[config.mk]
export PLATFORM = sky130hd
export DESIGN_NAME = btn_conditioner
export DESIGN_NICKNAME = d
export VERILOG_FILES = /design/src/rtl/btn_pkg.sv /design/src/rtl/btn_debounce_fsm.sv /design/src/rtl/btn_conditioner.sv
export SDC_FILE = /design/constraint.sdc
export NUM_CORES = 1
export LEC_CHECK = 0
export ABC_AREA = 1
export CAP_MARGIN = 20
export CORE_MARGIN = 3
export CORE_UTILIZATION = 68
export DETAILED_ROUTE_END_ITERATION = 7
export DONT_BUFFER_PORTS = 1
export PLACE_DENSITY = 0.84
export SKIP_CTS_REPAIR_TIMING = 1
export SLEW_MARGIN = 5
export SYNTH_ARGS = -nofsm -noshare
export SYNTH_HDL_FRONTEND = slang
export SYNTH_HIERARCHICAL = 1
export SYNTH_SLANG_ARGS = --single-unit
[constraint.sdc]
create_clock -name Clk -period 3.55 [get_ports Clk]
set_clock_uncertainty 0.1 [all_clocks]
set_input_delay 0.5325 -clock Clk [delete_from_list [all_inputs] [get_ports Clk]]
set_output_delay 0.5325 -clock Clk [all_outputs]
set_load 0.01 [all_outputs]
[src/rtl/btn_pkg.sv]
`default_nettype none
// +--------------------------------------------------------------------------+
// | Module   : btn_pkg                                                        |
// | Purpose  : Shared types and constants for the push-button conditioner.   |
// | Revision : 1.0 - initial release                                         |
// +--------------------------------------------------------------------------+
package btn_pkg;

    typedef enum logic [1:0] {
        IDLE         = 2'd0,
        PRESS_WAIT   = 2'd1,
        HELD         = 2'd2,
        RELEASE_WAIT = 2'd3
    } btn_state_t;

    localparam int BTN_RUN   = 0;
    localparam int BTN_CLRLD = 1;

    // A single-cycle debounce still needs a 1-bit counter to keep the port legal.
    function automatic int cnt_width(input int cycles);
        return (cycles > 1) ? $clog2(cycles) : 1;
    endfunction

endpackage : btn_pkg
`default_nettype wire

[src/rtl/btn_debounce_fsm.sv]
`default_nettype none
// +--------------------------------------------------------------------------+
// | Module   : btn_debounce_fsm                                               |
// | Purpose  : One button: synchronizer, debounce FSM, level + edge pulses.  |
// |            BTN_DEBOUNCE_BYPASS_EN removes the debounce counter/waits.    |
// | Revision : 1.0 - initial release                                         |
// +--------------------------------------------------------------------------+
module btn_debounce_fsm
    import btn_pkg::*;
#(
    parameter int SYNC_STAGES     = 2,
    parameter int DEBOUNCE_CYCLES = 50000,
    parameter int ACTIVE_LOW      = 1
) (
    input  logic Clk,
    input  logic Reset,
    input  logic Btn_raw,
    output logic Btn_level,
    output logic Btn_rise,
    output logic Btn_fall
);

    logic                   w_pressed;
    logic [SYNC_STAGES-1:0] r_sync;
    logic                   w_sync;

    // Normalise polarity before the first flop so reset "0" means not pressed.
    assign w_pressed = (ACTIVE_LOW != 0) ? ~Btn_raw : Btn_raw;
    assign w_sync    = r_sync[SYNC_STAGES-1];

    always_ff @(posedge Clk or posedge Reset) begin
        if (Reset) begin
            r_sync <= '0;
        end else begin
            r_sync <= {r_sync[SYNC_STAGES-2:0], w_pressed};
        end
    end

`ifdef BTN_DEBOUNCE_BYPASS_EN

    logic r_sync_d;

    always_ff @(posedge Clk or posedge Reset) begin
        if (Reset) begin
            r_sync_d  <= 1'b0;
            Btn_level <= 1'b0;
            Btn_rise  <= 1'b0;
            Btn_fall  <= 1'b0;
        end else begin
            r_sync_d  <= w_sync;
            Btn_level <= r_sync_d;
            Btn_rise  <= r_sync_d & ~Btn_level;
            Btn_fall  <= ~r_sync_d & Btn_level;
        end
    end

`else

    localparam int                 c_cnt_w   = cnt_width(DEBOUNCE_CYCLES);
    localparam logic [c_cnt_w-1:0] c_cnt_max = c_cnt_w'(DEBOUNCE_CYCLES - 1);
    localparam logic [c_cnt_w-1:0] c_cnt_one = c_cnt_w'(1);

    btn_state_t         r_state;
    btn_state_t         w_state_nxt;
    logic [c_cnt_w-1:0] r_cnt;
    logic [c_cnt_w-1:0] w_cnt_nxt;
    logic               w_level_nxt;
    logic               w_rise_nxt;
    logic               w_fall_nxt;

    always_ff @(posedge Clk or posedge Reset) begin
        if (Reset) begin
            r_state   <= IDLE;
            r_cnt     <= '0;
            Btn_level <= 1'b0;
            Btn_rise  <= 1'b0;
            Btn_fall  <= 1'b0;
        end else begin
            r_state   <= w_state_nxt;
            r_cnt     <= w_cnt_nxt;
            Btn_level <= w_level_nxt;
            Btn_rise  <= w_rise_nxt;
            Btn_fall  <= w_fall_nxt;
        end
    end

    // Any disagreement during a wait sends the FSM back and restarts the count.
    always_comb begin
        w_state_nxt = r_state;
        w_cnt_nxt   = r_cnt;
        w_level_nxt = Btn_level;
        w_rise_nxt  = 1'b0;
        w_fall_nxt  = 1'b0;
        case (r_state)
            IDLE: begin
                if (w_sync) begin
                    w_state_nxt = PRESS_WAIT;
                    w_cnt_nxt   = '0;
                end
            end
            PRESS_WAIT: begin
                if (!w_sync) begin
                    w_state_nxt = IDLE;
                    w_cnt_nxt   = '0;
                end else if (r_cnt == c_cnt_max) begin
                    w_state_nxt = HELD;
                    w_cnt_nxt   = '0;
                    w_level_nxt = 1'b1;
                    w_rise_nxt  = 1'b1;
                end else begin
                    w_cnt_nxt = r_cnt + c_cnt_one;
                end
            end
            HELD: begin
                if (!w_sync) begin
                    w_state_nxt = RELEASE_WAIT;
                    w_cnt_nxt   = '0;
                end
            end
            RELEASE_WAIT: begin
                if (w_sync) begin
                    w_state_nxt = HELD;
                    w_cnt_nxt   = '0;
                end else if (r_cnt == c_cnt_max) begin
                    w_state_nxt = IDLE;
                    w_cnt_nxt   = '0;
                    w_level_nxt = 1'b0;
                    w_fall_nxt  = 1'b1;
                end else begin
                    w_cnt_nxt = r_cnt + c_cnt_one;
                end
            end
            default: begin
                w_state_nxt = IDLE;
                w_cnt_nxt   = '0;
            end
        endcase
    end

`endif

endmodule : btn_debounce_fsm
`default_nettype wire

[src/rtl/btn_conditioner.sv]
`default_nettype none
// +--------------------------------------------------------------------------+
// | Module   : btn_conditioner                                                |
// | Purpose  : Synchronizes and debounces NUM_BTN raw push-button pins.      |
// |            BTN_DEBOUNCE_BYPASS_EN selects the simulation-only bypass.    |
// | Revision : 1.0 - initial release                                         |
// +--------------------------------------------------------------------------+
module btn_conditioner
    import btn_pkg::*;
#(
    parameter int NUM_BTN         = 2,
    parameter int SYNC_STAGES     = 2,
    parameter int DEBOUNCE_CYCLES = 50000,
    parameter int ACTIVE_LOW      = 1
) (
    input  logic               Clk,
    input  logic               Reset,
    input  logic [NUM_BTN-1:0] Btn_raw,
    output logic [NUM_BTN-1:0] Btn_level,
    output logic [NUM_BTN-1:0] Btn_rise,
    output logic [NUM_BTN-1:0] Btn_fall
);

    generate
        for (genvar g = 0; g < NUM_BTN; g++) begin : g_btn
            btn_debounce_fsm #(
                .SYNC_STAGES     (SYNC_STAGES),
                .DEBOUNCE_CYCLES (DEBOUNCE_CYCLES),
                .ACTIVE_LOW      (ACTIVE_LOW)
            ) u_btn (
                .Clk       (Clk),
                .Reset     (Reset),
                .Btn_raw   (Btn_raw[g]),
                .Btn_level (Btn_level[g]),
                .Btn_rise  (Btn_rise[g]),
                .Btn_fall  (Btn_fall[g])
            );
        end
    endgenerate

endmodule : btn_conditioner
`default_nettype wire

* After elaboration in Yosys (flattened, before gate mapping)
Cells that the tools add are included.
** Storage, ports and cells
- Flip-flop bits (word level) :: 46
- Latch bits :: 0
- RAM bits :: 0
- ROM bits :: 0
- Bits of input ports :: 4
- Output and inout bits :: 6
- Memories :: 0
** Operators by class
- Add/subtract/negate cells :: 2
- Multipliers :: 0
- Div/mod/pow operators :: 0
- Magnitude comparators :: 0
- Eq/ne operators :: 24
- Shift-type cells :: 0
- Muxes and demuxes :: 46
- Bitwise logic cells :: 2
- Reductions and logical operators :: 10
** Operator list (number)
- $mux 16 :: 10
- $pmux 16 s4 :: 2
- $add 16x1->16 const B :: 2
- $eq 16x16->1 const B :: 2
- $mux 2 :: 12
- $mux 1 :: 18
- $ne 2x1->1 const B :: 8
- $pmux 2 s4 :: 2
- $reduce_and 5->1 :: 2
- $eq 2x2->1 const B :: 4
- $ne 2x2->1 const B :: 4
- $reduce_and 4->1 :: 2
- $ne 3x1->1 const B :: 2
- $ne 3x3->1 const B :: 2
- $eq 2x1->1 const B :: 2
- $logic_not 2->1 :: 2
- $pmux 1 s2 :: 2
- $reduce_and 2->1 :: 2
- $reduce_bool 2->1 :: 2
- $not 1->1 :: 2

* Longest topological paths before layout
- Depth in word-level cells :: 4
- Mapped depth :: 9
- Mapped depth without buffers :: 9

* By module
Netlist, hierarchy kept.
** Modules (own cells, without submodules)
- btn_debounce_fsm (g_btn[1].u_btn) :: times used 1, cells each 173, area an instance 1287.5 um2, seq. area each 575.6 um2
- btn_debounce_fsm (g_btn[0].u_btn) :: times used 1, cells each 162, area an instance 1280.0 um2, seq. area each 575.6 um2

* Least setup slack after synthesis
No wires, ideal clock.
- Path type :: register -> register
- From :: register g_btn[1].u_btn.r_cnt[0]
- To :: register g_btn[1].u_btn.r_cnt[10]
- Library setup time :: 0.066 ns
- Arrival :: 1.282 ns
- Required time :: 3.384 ns
- Slack :: 2.103 ns
- Stages on the path, launching flop included :: 7
- Buffers on the path :: 0
- Period minus slack after synthesis :: 1.447 ns
- Cell sequence :: dfrtp_1 -> ha_1 -> nand3_2 -> nor2_4 -> a21oi_2 -> nand3_1 -> nand2_1
** On the way
- Cells in the longest elaborated chain, start to end :: 4
** Ends and longest elaborated chain
- start, declared :: RTL line btn_debounce_fsm.sv:65 : logic [c_cnt_w-1:0] r_cnt;
- start signal, assigned :: RTL line btn_debounce_fsm.sv:80 : r_cnt <= w_cnt_nxt;
- $add 16x1->16 / $eq 16x16->1 (equally long branches)
- $mux 16 (*) :: RTL line btn_debounce_fsm.sv:105, btn_debounce_fsm.sv:124
- $mux 16 (on tied branches) :: RTL line btn_debounce_fsm.sv:121, btn_debounce_fsm.sv:102
- $pmux 16 s4 (*) :: RTL line btn_debounce_fsm.sv:94 : case (r_state)
Mark *: on every way between the ends. The rest lies on a longest branch, timed or not.
A chain may end at the register's enable or synchronous reset.

* Worst setup path in the final report
- From :: register g_btn[1].u_btn.r_cnt[0]
- To :: register g_btn[1].u_btn.r_cnt[11]
The elaborated chain is that of the path after synthesis.

==> key figures <==
Layout
  – Utilization after layout: 0.768
  – Ant. Diodes: 0
  – Final-layout fill cell count: 254
  – Multi-input logic area: 1270 um^2
  – Most common cell after layout, fill and taps aside: nand2_1
  – Share of layout cells above drive strength 1: 0.109
  – Final nets: 345
  – Area Growth Syn to Fin: 4.53%
  – Commonest cells after routing, fill and taps aside: 112 x nand2_1, 46 x dfrtp_1, 34 x nor2_1
  – Register Area: 1150 um^2

Timing
  – Fin crit period: 1.70 ns
  – # setup viols final: 0
  – Final setup margin: 1.85 ns
  – RSZ-0062 raised after global routing: false
  – Hold slack: 0.209 ns
  – Final setup TNS: 0 ns
  – Fmax: approximately 600 MHz
  – Hold Vio Cnt, Final: 0
  – Relative slew slack: 0.423
  – Final Cycle Share: 0.480
  – Pins Over Slew Limit: 0
  – Least-Margin Pin Slew: between 0.8 and 0.9 ns

Drt
  – Residual DRC count: 0
  – Final ANT Viol Nets: 0
  – Router iterations before antenna repair: 4
  – Drt via density: around 5.5
  – WL/cell: 13.0 um
  – DRT Wirelength: 4990 um
  – Initial DRC Count: 190
  – Vias: between 2000 and 2500

Pwr
  – Leak: 1.22 nW
  – Pwr Total: just under 1 mW
  – Switching Share: 0.268
  – Psw: ~260 uW
  – Power Dens Cells: 360 nW/um^2
  – Clock share of power: 0.299
  – VDD IR max: 269 uV
  – Seq pwr share: 0.596
  – Internal Pwr Total: 708 uW
  – Logic pwr share: 0.106

Clock network
  – Clock Tree Root: clkbuf_8
  – Num Clock Sinks: between 40 and 50
  – CTS tree: built
  – TritonCTS Buffers: 5
  – Clock slew at reported path FFs: around 0.07 ns
  – Worst-skew pair later-pin latency: 0.29 ns
  – H-tree Lvls: 2
  – Clock buffer depth: 2

Die
  – Die height: 67.4 um
  – Rows: 21
  – Starting density of the core: 0.735
  – Ports: 10
  – Die ar.: 4550 um^2
  – Core area: approximately 3500 um^2
  – Die Wd: 67.4 um

Place
  – Port buffer count: 0
  – Post-DP HPWL: 3580 um
  – Final GP Congestion: 0.867
  – Place WS: about 1.9 ns

Critical path
  – Worst Path Max Fanout: 10
  – Crit path from: g_btn[1].u_btn/r_cnt[0]
  – Startpoint types: flip-flop
  – Worst endpoint required time: ~3.7 ns
  – CP delay by family, top: simple AND/OR/NAND/NOR gates
  – Buf/Inv on CP: 0
  – FF-to-FF Start: g_btn[1].u_btn/r_cnt[0]
  – Crit path kind: reg2reg
  – Arr. time, crit path: 1.83 ns
  – CP max stage cell: dfrtp_1
  – Setup crit end kind: flip-flop
  – Critical path's largest stage delay: 0.43 ns
  – Crit-path cells: ha_1 -> nand3_2 -> nor2_4 -> a21oi_2 -> nand3_1 -> nand2_1

Yosys
  – Largest area contributor in the netlist: dfrtp_1
  – Post-synthesis net count: ~340
  – Synth Register Bits: 46
  – Top FF cell, synth: dfrtp_1
  – Synth Area per Inst: between 7 and 8 um^2
  – Unique masters post-synth: 30
  – Cells after Synth: around 340
  – Synth top area cells: dfrtp_1 45%, nand2_1 16%, nand3_1 5.1%, nor2_1 5.0%, inv_1 4.5%
  – Yosys warning total: 6
  – Post-synth EDFFs: 0
  – Seq/Total Area, Yosys: 0.448
  – Ys async rst share: 1.00
  – Post-synthesis cell area: 2570 um^2
  – Post-synth top area share: 0.448

Global route
  – First-pass GRT wire length: about 8600 um
  – Grt ovf: 0
  – All-Layer GR Usage: 0.250
  – Vias in the first global route: 1980
  – Antenna violations before repair: 0
  – Largest net degree at the start of global routing: 24

Hold path
  – Hold crit path type: in2async

Status
  – Status: finished, final reports clean

Job
  – Max_cap viols: 0
-- power by group through the flow --
stage	sequential [mW]	combinational [mW]	clock, mW
after global routing	0.578	0.114	0.329
after global placement	0.583	0.0990	0
after CTS	0.575	0.103	0.302
final	0.576	0.102	0.289
after detailed placement	0.585	0.102	0
after floorplan	0.580	0.0828	0
-- final cells by class --
class / count / share of cell area
Multi-Input combinational cell: 251 / 0.472
Sequential cell: 46 / 0.429
Inverter: 35 / 0.0490
Clock buffer: 7 / 0.0284
Tap cell: 46 / 0.0214
-- synth_stat cells, types with 2 or more instances --
library cell	n
ha_1	2
nor2_1	34
nand2_1	112
a21o_1	2
nand3_1	26
o21ai_0	6
o22ai_1	3
xnor2_1	2
nor3_1	2
nor2_2	6
nand4_1	3
buf_2	2
o21ai_1	11
a21oi_1	3
xor2_1	7
o21bai_1	7
nand2_2	9
nor2_4	6
inv_2	3
dfrtp_1	46
inv_1	31
nand3_2	4
-- kinds of logic after synthesis --
group,share of synthesized area
multiplexers,0.00390
buffers and inverters,0.0580
XOR/XNOR,0.0307
AO/OA/AOI/OAI,0.0824
AND/OR/NAND/NOR,0.367
flip-flops,0.448
adder cells (fa/ha/maj),0.00975
-- worst paths after layout --
check,endpoint,slack (ns),cells after the start
max reg2reg,g_btn[1].u_btn/r_cnt[11],1.85,6
max in group asynchronous,g_btn[1].u_btn/r_cnt[4],2.61,1
min in group Clk,g_btn[1].u_btn/r_sync[0],0.21,1
min,g_btn[1].u_btn/Btn_rise,0.21,1
min reg2reg,g_btn[0].u_btn/r_sync[1],0.28,0
max,g_btn[1].u_btn/r_cnt[11],1.85,6
-- layer usage --
| layer | routed length [um] | global-route usage | vias up |
|---|---|---|---|
| li1 | - | - | 1065 |
| met1 | 2350 | 0.343 | 988 |
| met2 | 2360 | 0.410 | 65 |
| met3 | 233 | 0.0449 | 6 |
| met4 | 48 | 0.0658 | 0 |
| met5 | 0 | 0 | - |
-- worst register-to-register path, cell delays in order (launching register included) --
cell	delay, ns
dfrtp_1	0.43
ha_1	0.26
nand3_2	0.14
nor2_4	0.06
a21oi_2	0.41
nand3_1	0.15
nand2_1	0.09
-- sequential cells by signal (all words and copies together), names as in the netlist, named ones only --
| signal | cells |
|---|---|
| g_btn.u_btn/r_state | 2 |
| g_btn.u_btn/Btn_level | 2 |
| g_btn.u_btn/r_sync | 4 |
| g_btn.u_btn/Btn_rise | 2 |
| g_btn.u_btn/r_cnt | 32 |
| g_btn.u_btn/Btn_fall | 2 |
-- stage by stage --
step | area, um^2 | std cells
after detailed placement | 2610 | 378
final | 2680 | 385
after global routing | 2680 | 385
after global placement | 2610 | 378
after CTS | 2680 | 385
after floorplan | 2570 | 335
Note: power is estimated with default switching activity, not from simulation.
